[src/rtl/front_panel_display.sv]
// Six-digit multiplexed 7-seg driver with shadow/active buffering, PWM brightness and dead time.
// Latency: outputs registered, one cycle behind counter/buffer state; load commits at the next frame boundary.
// No backpressure: load is always accepted. DISP_LEADING_ZERO_BLANK_EN enables leading-zero blanking on digits 0-2.
module front_panel_display #(
    parameter int SLOT_BITS   = 15,
    parameter int DEAD_CYCLES = 64
) (
    input  logic        clk,
    input  logic        rst_n,
    input  logic [15:0] disp_addr,
    input  logic [7:0]  disp_data,
    input  logic [5:0]  disp_dp,
    input  logic        load,
    output logic        pending,
    input  logic [2:0]  bright,
    output logic [5:0]  DISP_dig,
    output logic [7:0]  DISP_seg,
    output logic        frame_start
);

    localparam logic [SLOT_BITS-1:0] DEAD = SLOT_BITS'(DEAD_CYCLES);

    logic [SLOT_BITS-1:0] slot_cnt;
    logic [2:0]           dig_idx;
    logic [15:0]          shadow_addr, active_addr;
    logic [7:0]           shadow_data, active_data;
    logic [5:0]           shadow_dp, active_dp;

    logic       slot_end, frame_end, lit, blank;
    logic [3:0] nibble;
    logic [6:0] glyph;

    function automatic logic [6:0] hex7(input logic [3:0] n);
        case (n)
            4'h0: hex7 = 7'h3F;
            4'h1: hex7 = 7'h06;
            4'h2: hex7 = 7'h5B;
            4'h3: hex7 = 7'h4F;
            4'h4: hex7 = 7'h66;
            4'h5: hex7 = 7'h6D;
            4'h6: hex7 = 7'h7D;
            4'h7: hex7 = 7'h07;
            4'h8: hex7 = 7'h7F;
            4'h9: hex7 = 7'h6F;
            4'hA: hex7 = 7'h77;
            4'hB: hex7 = 7'h7C;
            4'hC: hex7 = 7'h39;
            4'hD: hex7 = 7'h5E;
            4'hE: hex7 = 7'h79;
            default: hex7 = 7'h71;
        endcase
    endfunction

    assign slot_end  = &slot_cnt;
    assign frame_end = slot_end && (dig_idx == 3'd5);
    // Dead time blanks the start of every slot; the top three counter bits form the PWM phase.
    assign lit       = (slot_cnt >= DEAD) && (slot_cnt[SLOT_BITS-1 -: 3] <= bright);

    always_comb begin
        nibble = 4'h0;
        blank  = 1'b0;
        case (dig_idx)
            3'd0:    nibble = active_addr[15:12];
            3'd1:    nibble = active_addr[11:8];
            3'd2:    nibble = active_addr[7:4];
            3'd3:    nibble = active_addr[3:0];
            3'd4:    nibble = active_data[7:4];
            default: nibble = active_data[3:0];
        endcase
`ifdef DISP_LEADING_ZERO_BLANK_EN
        case (dig_idx)
            3'd0:    blank = (active_addr[15:12] == 4'h0);
            3'd1:    blank = (active_addr[15:8] == 8'h00);
            3'd2:    blank = (active_addr[15:4] == 12'h000);
            default: blank = 1'b0;
        endcase
`endif
        glyph = blank ? 7'h00 : hex7(nibble);
    end

    always_ff @(posedge clk or negedge rst_n) begin
        if (!rst_n) begin
            slot_cnt    <= '0;
            dig_idx     <= 3'd0;
            shadow_addr <= '0;
            shadow_data <= '0;
            shadow_dp   <= '0;
            active_addr <= '0;
            active_data <= '0;
            active_dp   <= '0;
            pending     <= 1'b0;
            DISP_dig    <= '0;
            DISP_seg    <= '0;
            frame_start <= 1'b0;
        end else begin
            slot_cnt <= slot_cnt + 1'b1;
            if (slot_end)
                dig_idx <= (dig_idx == 3'd5) ? 3'd0 : dig_idx + 3'd1;

            // Commit reads the pre-load shadow, so a load on this cycle waits a full frame.
            if (frame_end && pending) begin
                active_addr <= shadow_addr;
                active_data <= shadow_data;
                active_dp   <= shadow_dp;
                pending     <= 1'b0;
            end
            if (load) begin
                shadow_addr <= disp_addr;
                shadow_data <= disp_data;
                shadow_dp   <= disp_dp;
                pending     <= 1'b1;
            end

            DISP_dig    <= lit ? (6'd1 << dig_idx) : 6'd0;
            DISP_seg    <= lit ? {active_dp[dig_idx], glyph} : 8'd0;
            frame_start <= (dig_idx == 3'd0) && (slot_cnt == '0);
        end
    end

endmodule

[config.mk]
export PLATFORM = sky130hd
export DESIGN_NAME = front_panel_display
export DESIGN_NICKNAME = d
export VERILOG_FILES = /design/src/rtl/front_panel_display.sv
export SDC_FILE = /design/constraint.sdc
export NUM_CORES = 1
export LEC_CHECK = 0
export CAP_MARGIN = 10
export CORE_ASPECT_RATIO = 0.5
export CORE_MARGIN = 8
export CORE_UTILIZATION = 55
export CTS_BUF_LIST = sky130_fd_sc_hd__clkbuf_4 sky130_fd_sc_hd__clkbuf_8 sky130_fd_sc_hd__clkbuf_16
export DETAILED_ROUTE_END_ITERATION = 16
export PLACE_DENSITY = 0.79
export SLEW_MARGIN = 5
export SYNTH_ARGS = -nofsm -noshare
export SYNTH_HDL_FRONTEND = slang
export SYNTH_SLANG_ARGS = --single-unit
[constraint.sdc]
create_clock -name clk -period 3.2 [get_ports clk]
set_clock_uncertainty 0.1 [all_clocks]
set_input_delay 0.48 -clock clk [delete_from_list [all_inputs] [get_ports clk]]
set_output_delay 0.48 -clock clk [all_outputs]
set_load 0.02 [all_outputs]
==> results of run 1 <==
-- registers in the layout, summed over array words and instances (netlist names), 3 cells and up --
signal,cells
dig_idx,3
active_dp,6
active_data,8
slot_cnt,15
shadow_addr,16
DISP_dig,6
DISP_seg,8
shadow_data,8
active_addr,16
shadow_dp,6
-- kinds of logic after synthesis --
group / share of synthesized area
DFF: 0.566
and+or+nand+nor: 0.0894
buffers and inverters: 0.0271
AOI/OAI and AO/OA: 0.0693
adders and majority gates: 0.0361
muxes: 0.182
xor gates and xnor gates: 0.0295
-- metrics by stage --
stage | cells | power (µW) | instance area [µm²] | utilization
detailed placement | 458 | 1390 | 4770 | 0.652
global route | 476 | 2520 | 5110 | 0.698
global placement | 458 | 1380 | 4770 | 0.652
finish | 476 | 2440 | 5110 | 0.698
floorplan | 317 | 1310 | 4160 | -
CTS | 474 | 2450 | 5070 | 0.693
-- where the power goes --
part | internal, µW | leakage, µW | total, µW | switching, µW
Clock | 623 | 0.000148 | 1070 | 444
Sequential | 1230 | 0.00123 | 1250 | 19.9
Combinational | 77.3 | 0.000981 | 124 | 46.8
-- synthesized netlist by cell type, types with 2 or more instances --
| master | instances | area [µm²] |
|---|---|---|
| nand2_1 | 11 | 41.3 |
| and3_1 | 6 | 37.5 |
| a21oi_1 | 2 | 10.0 |
| nand3_1 | 12 | 60.1 |
| a32oi_1 | 3 | 26.3 |
| xor2_1 | 5 | 43.8 |
| nor4b_1 | 2 | 17.5 |
| a221oi_1 | 4 | 35.0 |
| mux2_1 | 2 | 22.5 |
| dfrtp_1 | 94 | 2350 |
| mux2i_1 | 6 | 60.1 |
| o21ai_0 | 8 | 40.0 |
| nand3b_1 | 4 | 30.0 |
| o21a_1 | 4 | 30.0 |
| xnor2_1 | 9 | 78.8 |
| mux2_2 | 58 | 653 |
| nor3_1 | 4 | 20.0 |
| ha_1 | 12 | 150 |
| nor2_1 | 14 | 52.6 |
| buf_2 | 8 | 40.0 |
| inv_1 | 11 | 41.3 |
| buf_1 | 3 | 11.3 |
| nor4_1 | 4 | 25.0 |
| nand4_1 | 2 | 12.5 |
| or3_1 | 3 | 18.8 |
| a21o_1 | 2 | 15.0 |
-- cells in the final DEF, fill, tap and decap left out, types with 3 or more instances in the layout --
cell type and count:
dfrtp_1 94, mux2_2 58, clkdlybuf4s50_1 50, nor2_1 14, nand3_1 12, ha_1 12
inv_1 11, nand2_1 11, xnor2_1 9, clkbuf_16 9, buf_4 9, o21ai_0 8
and3_1 6, mux2i_1 6, xor2_1 5, nor3_1 4, nand3b_1 4, o21a_1 4
nor4_1 4, a221oi_1 4, a32oi_1 3, or3_1 3, clkinv_2 3
-- critical path, cell delays in order, from the launching register on --
cell       delay [ps]
dfrtp_1           370
inv_1             170
ha_1              360
a21o_2            230
nor2_1             70
a2111oi_2         400
inv_1             180
ha_1              240
and3_1            150
a2111o_1          350
o31ai_1            80
-- final cells by class --
type | instances | area, µm² | area share
Clock buffer | 10 | 239 | 0.0468
Tap cell | 96 | 120 | 0.0235
Sequential cell | 94 | 2350 | 0.460
Multi-Input combinational cell | 198 | 1690 | 0.331
Timing Repair Buffer | 61 | 606 | 0.119
Inverter | 11 | 41.3 | 0.00808
Clock inverter | 6 | 61.3 | 0.0120
-- metal layers --
metal  up-vias  track usage
met5         -            0
met4         0       0.0684
met3        15       0.0641
met2        74        0.260
met1      1340        0.209
li1       1257            -
-- what timing repair did --
action / in CTS / in global routing
endpoints found under the hold margin: 0 / 30
setup buffers: 0 / 0
hold buffers: 0 / 1
-- final timing paths --
check	to	slack, ps	cells after the start
worst max-delay path	DISP_seg[3]$_DFF_PN0_	380	10
worst min-delay path	active_addr[4]$_DFFE_PN0P_	410	1
worst max register to register	DISP_seg[3]$_DFF_PN0_	380	10
worst min register to register	active_addr[4]$_DFFE_PN0P_	410	1
max in group asynchronous	DISP_dig[5]$_DFF_PN0_	1850	3
min in group asynchronous	shadow_dp[4]$_DFFE_PN0P_	520	2
==> summary.txt, run 1 <==
Outcome
  – Status: completed

STA
  – Worst Tran Pin Value: 553 ps
  – Hold Fails Final Rpt: 0
  – Setup Total Neg Slack: 0 ps
  – Post-layout min period: 2820 ps
  – Final number of setup-violating endpoints: 0
  – Final slew viol count: 0
  – RSZ-0062 raised after global routing: false
  – Relative slew slack: 0.630
  – Slack of the critical path: 378 ps
  – Fin Hold WS: 406 ps
  – Achievable Freq: 354 MHz
  – Tcrit/Tclk final: 0.882

CTS
  – Post-CTS Resized: 0
  – Num CTS Buffers: 9
  – CTS root buffer: clkbuf_16
  – Skew-Pair Late Insertion Delay: 350 ps
  – H-tree depth: 3
  – Max Root-Sink Buffers: 2
  – Clock sinks: 94
  – Reg clk slew, reported paths: 60 ps
  – CTS tree: yes

Worst hold path
  – HP Start: active_addr[4]$_DFFE_PN0P_
  – Worst Hold Class: flip-flop to flip-flop

Setup path
  – Worst EP arrival: 2960 ps
  – Kind of critical path: flip-flop to flip-flop
  – Beginning of the critical path: dig_idx[2]$_DFFE_PN0P_
  – CP Capture Type: flip-flop
  – CP Launch Type: flip-flop
  – Critical R2R Launch: dig_idx[2]$_DFFE_PN0P_
  – WP data required: 3340 ps
  – CP max FO: 9

Die
  – Initial core utilization: 0.567
  – Die Area: 10800 µm²
  – Die width: 139 µm
  – CORE AREA: 7320 µm²
  – Row count: 22
  – Die height: 77.5 µm
  – # IOs: 52

Finish
  – Nets: 423
  – Layout cells sized above 1: 0.245
  – Number of diodes: 0
  – Area delta synth->final: 23.0%
  – Fillers: 520

Yosys
  – Post-synth EDFFs: 0
  – Synthesized flop and latch total: 94
  – Synthesis Warnings: 0
  – Mapped Cells: 317
  – Mapped cell area: 4160 µm²
  – Async S/R FF share, synth: 1.00
  – Syn Nets: 365
  – Avg Inst Size Synth: 13.1 µm²
  – Primary FF master, synth: dfrtp_1
  – Seq/Total Area, Yosys: 0.566
  – Post-synthesis cell type count: 50

Drt
  – DRC errors left: 0
  – WL met3: 496 µm
  – WL/cell: 18.0 µm
  – WL met2: 4.03 mm
  – Routed Antenna Nets: 0
  – Starting DRT DRC Count: 222
  – Vias/cell: 5.64
  – DRT met1 WL: 3.88 mm
  – Drt pass-1 iters: 4
  – Via count: 2686
  – Uppermost layer routed: met4
  – WL final: 8.57 mm

Place
  – Pre-CTS setup slack: 335 ps
  – PortBufs: 51
  – RePlAce Congestion: 0.781
  – DP HPWL: 6.07 mm

GRT
  – Vias in the first global route: 2857
  – GRT Total Usage: 0.167
  – Initial antenna violation count: 0
  – Largest net degree at the start of global routing: 95
  – Congestion Overflow GR: 0
  – Global-route wire length before repair: 14.3 mm

Pwr
  – Pwr/cell area: 477 nW/µm²
  – VDD IR max: 0.331 mV
  – Leak pwr: 0.00235 µW

Job
  – MaxCap Viol Count: 0
No activity file was read; power rests on OpenSTA's default activity.
==> run 2, diff against run 1 <==
--- a/config.mk
+++ b/config.mk
@@ -9,6 +9,6 @@
 export CORE_ASPECT_RATIO = 0.5
-export CORE_MARGIN = 8
-export CORE_UTILIZATION = 55
+export CORE_UTILIZATION = 63
 export CTS_BUF_LIST = sky130_fd_sc_hd__clkbuf_4 sky130_fd_sc_hd__clkbuf_8 sky130_fd_sc_hd__clkbuf_16
 export DETAILED_ROUTE_END_ITERATION = 16
+export DONT_BUFFER_PORTS = 1
 export PLACE_DENSITY = 0.79
==> constraint.sdc (replaced) <==
create_clock -name clk -period 3.2 [get_ports clk]
set_clock_uncertainty 0.1 [all_clocks]
set_input_delay 0.64 -clock clk [delete_from_list [all_inputs] [get_ports clk]]
set_output_delay 0.64 -clock clk [all_outputs]
set_load 0.02 [all_outputs]
==> run 2 against run 1 <==
Worst hold slack lost 310 ps. Final cell count fell by 13%. Register-to-register slack got worse by 70 ps. Core utilization increased by 4.1 points. Sequential power hardly changed. Largest cell class unchanged. Design area fell by 10%. Maximum frequency down 2.3%. First-iteration DRC count shrank 14%.
==> summary.txt, run 2 (same netlist as run 1, synthesis figures left out) <==
Outcome
  – Status: completed

CTS
  – Max Root-Sink Buffers: 2
  – Num CTS Buffers: 9
  – Post-CTS setup buffers: 0
  – H-tree depth: 3
  – CTS tree: yes
  – Reg clk slew, reported paths: 60 ps
  – CTS root buffer: clkbuf_16
  – Skew-Pair Late Insertion Delay: 340 ps
  – Clock sinks: 94

Setup path
  – Crit-path cells: and2_1, ha_1, a21o_2, nor2_1, a2111oi_2, buf_4, inv_1, ha_1, and3_1, a2111o_1, o31ai_1
  – Kind of critical path: flip-flop to flip-flop
  – Reg2Reg Setup Slack: 310 ps
  – Most used cell, CP: ha_1
  – Slowest stage delay, CP: 440 ps
  – Beginning of the critical path: dig_idx[0]$_DFFE_PN0P_
  – Critical R2R Launch: dig_idx[0]$_DFFE_PN0P_
  – Worst EP arrival: 3010 ps
  – WP data required: 3320 ps
  – Worst Setup EP: DISP_seg[3]$_DFF_PN0_
  – CP max FO: 10
  – CP max-delay cell: dfrtp_2
  – Top Family by Delay on Critical Path: compound AO/OA/AOI/OAI gates
  – CP Launch Type: flip-flop
  – Reg-to-Reg End: DISP_seg[3]$_DFF_PN0_
  – CP Capture Type: flip-flop
  – Cells on worst reg2reg path: 11
  – Buf/Inv on CP: 2
  – Worst path depth: 11

Finish
  – Largest regs: active_addr (16), shadow_addr (16), slot_cnt (15)
  – Most frequent cells in the layout: dfrtp_1, mux2_2, nor2_1, nand3_1, ha_1
  – Area delta synth->final: 10.4%
  – Nets: 370
  – Layout cells sized above 1: 0.281
  – Core Util, Final: 0.739
  – Final non-filler cell total: 415
  – Number of diodes: 0
  – Most common cell after layout, fill and taps aside: dfrtp_1
  – Fillers: 443
  – Final instance area: 4590 µm²

Place
  – RePlAce Congestion: 0.795
  – Placed cell count: 398
  – Placed cell area: 4250 µm²
  – DP HPWL: 5.26 mm
  – PortBufs: 0

STA
  – Final number of setup-violating endpoints: 0
  – Post-layout min period: 2890 ps
  – Fin Hold WS: 96.8 ps
  – Hold Fails Final Rpt: 0
  – Final slew viol count: 0
  – Setup Total Neg Slack: 0 ps
  – Tcrit/Tclk final: 0.903
  – Relative slew slack: 0.566
  – Worst Tran Pin Value: 642 ps
  – RSZ-0062 raised after global routing: false
  – Achievable Freq: 346 MHz

Die
  – # IOs: 52
  – Die height: 59.4 µm
  – Initial core utilization: 0.670
  – Die Area: 6940 µm²
  – CORE AREA: 6210 µm²
  – Die width: 117 µm
  – Row count: 20

Drt
  – WL/cell: 18.5 µm
  – Via count: 2465
  – Vias/cell: 5.94
  – WL final: 7.69 mm
  – Routed Antenna Nets: 0
  – DRC errors left: 0
  – Drt pass-1 iters: 5
  – Starting DRT DRC Count: 190

Job
  – MaxCap Viol Count: 0

GRT
  – Global-route wire length before repair: 12.7 mm
  – GRT Total Usage: 0.260
  – Largest net degree at the start of global routing: 95
  – Vias in the first global route: 2435
  – Initial antenna violation count: 0
  – Congestion Overflow GR: 0

Worst hold path
  – Worst Hold Class: input pin to async pin

Pwr
  – Leak pwr: 0.00216 µW
  – Pwr/cell area: 524 nW/µm²
  – VDD IR max: 0.375 mV
[run 2: worst register-to-register path, cell delays in order (launching register included)]
cell and delay [ps]:
dfrtp_2 440, and2_1 150, ha_1 280, a21o_2 240
nor2_1 70, a2111oi_2 370, buf_4 210, inv_1 90
ha_1 220, and3_1 150, a2111o_1 360, o31ai_1 100
[run 2: power by group]
group | switching (µW) | internal (µW)
Combinational | 32.8 | 40.1
Sequential | 20.9 | 1230
Clock | 419 | 664
[run 2: worst min-delay path by stage]
stage                from                    end  slack [ps]
floorplan           rst_n  DISP_dig[0]$_DFF_PN0_         240
CTS                 rst_n  slot_cnt[3]$_DFF_PN0_         130
finish              rst_n  slot_cnt[4]$_DFF_PN0_         100
detailed placement  rst_n  DISP_seg[4]$_DFF_PN0_         250
global route        rst_n  slot_cnt[4]$_DFF_PN0_         130
global placement    rst_n  DISP_seg[1]$_DFF_PN0_         250
[run 2: what timing repair did]
action | in CTS | in global routing
gates resized for setup | 0 | 1
setup endpoints to repair | 0 | 1
hold buffers | 1 | 0
endpoints found under the hold margin | 94 | 0
[run 2: through the flow]
step | total power [µW] | setup slack (ps)
after global routing | 2490 | 65.7
after global placement | 1310 | 504
after CTS | 2430 | 271
after floorplan | 1310 | 278
after detailed placement | 1320 | 295
final | 2400 | 311
[run 2: area by class of cell]
cell class,instances,area [µm²],share of cell area
Inverter,11,41.3,0.00900
Clock inverter,3,42.5,0.00928
Tap cell,88,110,0.0240
Sequential cell,94,2350,0.513
Multi-Input combinational cell,198,1690,0.369
Timing Repair Buffer,8,80.1,0.0175
Clock buffer,13,268,0.0584
[run 2: metal layers]
layer / vias to the layer above / GRT usage / routed length (µm)
li1: 1149 / - / -
met1: 1235 / 0.364 / 3730
met2: 73 / 0.374 / 3370
met3: 8 / 0.0941 / 490
met4: 0 / 0.0995 / 96
met5: - / 0 / 0
==> run 3, diff against run 2 <==
Settings changed: ABC_AREA set to 1.
Clock period 3.2 ns to 3.19 ns, I/O delays scaled along.
==> run 3 against run 2 <==
Non-clock buffer count down 7. Die area up 3.9%. Largest power group unchanged. Critical path type unchanged. Highest routed layer unchanged. Core utilization down 0.16 points. Largest cell class unchanged. Total power up 0.49%.
==> summary.txt, run 3 <==
Drt
  – Starting DRT DRC Count: 243
  – Drt pass-1 iters: 5
  – Via count: 3179
  – DRC errors left: 0
  – WL final: 8.70 mm
  – Vias/cell: 5.24
  – Routed Antenna Nets: 0
  – WL/cell: 14.3 µm

Place
  – DP HPWL: 5.82 mm
  – RePlAce Congestion: 0.902
  – PortBufs: 0
  – Pre-CTS setup slack: 704 ps

Yosys
  – Seq/Total Area, Yosys: 0.544
  – Mux cell area share after synthesis: 0
  – Mapped cell area: 4320 µm²
  – Async S/R FF share, synth: 1.00
  – Synth Area in Compound Gates: 0.0301
  – Avg Inst Size Synth: 8.33 µm²
  – Post-synthesis adder-cell area fraction: 0.0347
  – Syn Nets: 567
  – Commonest cells post-synth: nand2_1, dfrtp_1, inv_1
  – Most frequent cell after synthesis: nand2_1
  – Synthesis Warnings: 0
  – Largest family of logic cells by synthesized area: simple AND/OR/NAND/NOR gates
  – Area contributors post-synth: dfrtp_1, nand2_1, ha_1
  – Synth top area share: 0.544
  – Post-synth EDFFs: 0
  – Post-synthesis cell type count: 32
  – Synthesized flop and latch total: 94
  – Cell taking the most area after synthesis: dfrtp_1
  – Post-Synth XOR/XNOR Area: 0.0263
  – Synth Area in Simple Gates: 0.303
  – Mapped Cells: 519
  – Primary FF master, synth: dfrtp_1

CTS
  – H-tree depth: 3
  – Post-CTS setup buffers: 0
  – Num CTS Buffers: 9
  – Clock sinks: 94
  – CTS tree: yes
  – CTS root buffer: clkbuf_16
  – Reg clk slew, reported paths: 60 ps
  – Max Root-Sink Buffers: 2
  – Skew-Pair Late Insertion Delay: 340 ps

GRT
  – Vias in the first global route: 3027
  – Largest net degree at the start of global routing: 95
  – Global-route wire length before repair: 14.6 mm
  – GRT Total Usage: 0.271
  – Congestion Overflow GR: 0
  – Initial antenna violation count: 0

STA
  – Setup Total Neg Slack: 0 ps
  – Worst Tran Pin Value: 900 ps
  – Post-layout min period: 2550 ps
  – Relative slew slack: 0.400
  – Slack of the critical path: 644 ps
  – Tcrit/Tclk final: 0.798
  – Final slew viol count: 0
  – Fin Hold WS: 110 ps
  – Hold Fails Final Rpt: 0
  – RSZ-0062 raised after global routing: false
  – Final number of setup-violating endpoints: 0
  – Achievable Freq: 393 MHz

Setup path
  – CP Launch Type: flip-flop
  – WP data required: 3310 ps
  – CP Capture Type: flip-flop
  – CP max FO: 11
  – Worst EP arrival: 2660 ps
  – Kind of critical path: flip-flop to flip-flop

Finish
  – Most common cell after layout, fill and taps aside: nand2_1
  – Area delta synth->final: 7.99%
  – Largest regs: active_addr (16), shadow_addr (16), slot_cnt (15)
  – Number of diodes: 0
  – Layout cells sized above 1: 0.0617
  – Nets: 565
  – Most frequent cells in the layout: nand2_1, dfrtp_1, inv_1, nor2_1, nand3_1

Job
  – MaxCap Viol Count: 0

Die
  – Die height: 60.6 µm
  – Die width: 119 µm
  – Die Area: 7220 µm²
  – Initial core utilization: 0.683
  – CORE AREA: 6330 µm²
  – Row count: 20
  – # IOs: 52

Pwr
  – P_int: 1940 µW
  – Clock Power Share: 0.455
  – Leak pwr: 0.00259 µW
  – Psw: 476 µW
  – Comb power frac: 0.029
  – VDD IR max: 0.344 mV
  – Sequential power share: 0.516
  – Pwr/cell area: 517 nW/µm²
  – Sw frac: 0.197

Outcome
  – Status: completed

Worst hold path
  – Worst Hold Class: input pin to async pin
[run 3: cell types whose count changed in the layout (fill, tap and decap cells not counted), sizes merged, moves of 8 or more]
cell   change
xor2       +8
mux2      -60
inv       +33
xnor2      -9
nor2      +24
nand2    +235
[run 3: kinds of logic (layout without fill, tap and decap cells)]
group,count (synthesis),count (layout)
AOI/OAI and AO/OA,23,23
xor gates and xnor gates,13,13
adders and majority gates,12,12
buffers and inverters,59,59
DFF,94,94
and+or+nand+nor,318,318
[run 3: layer usage]
layer / vias to the layer above / routed length (µm) / share of wire / GRT usage
met3: 9 / 494 / 0.057 / 0.0761
met1: 1489 / 4400 / 0.51 / 0.401
met4: 0 / 96 / 0.011 / 0.0759
met2: 92 / 3720 / 0.43 / 0.395
met5: - / 0 / 0 / 0
li1: 1589 / - / - / -
[run 3: worst paths after layout]
| check | to | depth (start not counted) | startpoint | slack [ps] |
|---|---|---|---|---|
| setup reg to reg | DISP_seg[2]$_DFF_PN0_ | 11 | dig_idx[2]$_DFFE_PN0P_ | 640 |
| hold reg to reg | active_data[3]$_DFFE_PN0P_ | 2 | shadow_data[3]$_DFFE_PN0P_ | 370 |
| min in group clk | shadow_data[5]$_DFFE_PN0P_ | 2 | load | 310 |
| setup / recovery | DISP_seg[2]$_DFF_PN0_ | 11 | dig_idx[2]$_DFFE_PN0P_ | 640 |
| max in group asynchronous | active_data[1]$_DFFE_PN0P_ | 1 | rst_n | 2540 |
| hold / removal | slot_cnt[14]$_DFF_PN0_ | 1 | rst_n | 110 |
[run 3: layout make-up]
cell class                 instances  area, µm²
clock buffer                      11        240
clock inverter                     2       60.1
fill                             468       1660
inverter                          45        174
multi-input combinational        366       1700
sequential                        94       2350
tap                               88        110
timing repair buffer               1       27.5
[run 3: power by group through the flow]
stage | sequential [µW] | clock, µW | combinational [µW]
final | 1250 | 1100 | 70.3
after global placement | 1260 | 0 | 43.2
after detailed placement | 1270 | 0 | 45.7
after CTS | 1240 | 1120 | 72.5
after global routing | 1250 | 1160 | 85.5
after floorplan | 1260 | 0 | 41.6
[run 3: worst max-delay path: stages (launching register included)]
cell and delay, ps:
dfrtp_1 510, inv_2 160, ha_1 310, nor2_2 160
nand2_2 110, nand2_1 80, nor2_1 50, a21oi_1 350
ha_1 220, nand4_1 110, o21ai_0 180, nor2_1 80
[run 3: repair_timing]
item / 4_1_cts / 5_1_grt
hold endpoints to repair: 94 / 0
hold buffers: 1 / 0
gates resized for setup: 0 / 0
[run 3: metrics by stage]
step                 util  instances  power, µW  area [µm²]
floorplan               -        519       1300        4320
finish              0.737        607       2410        4670
detailed placement  0.686        593       1310        4340
global placement    0.686        593       1310        4340
CTS                 0.737        607       2440        4670
global route        0.737        607       2490        4670
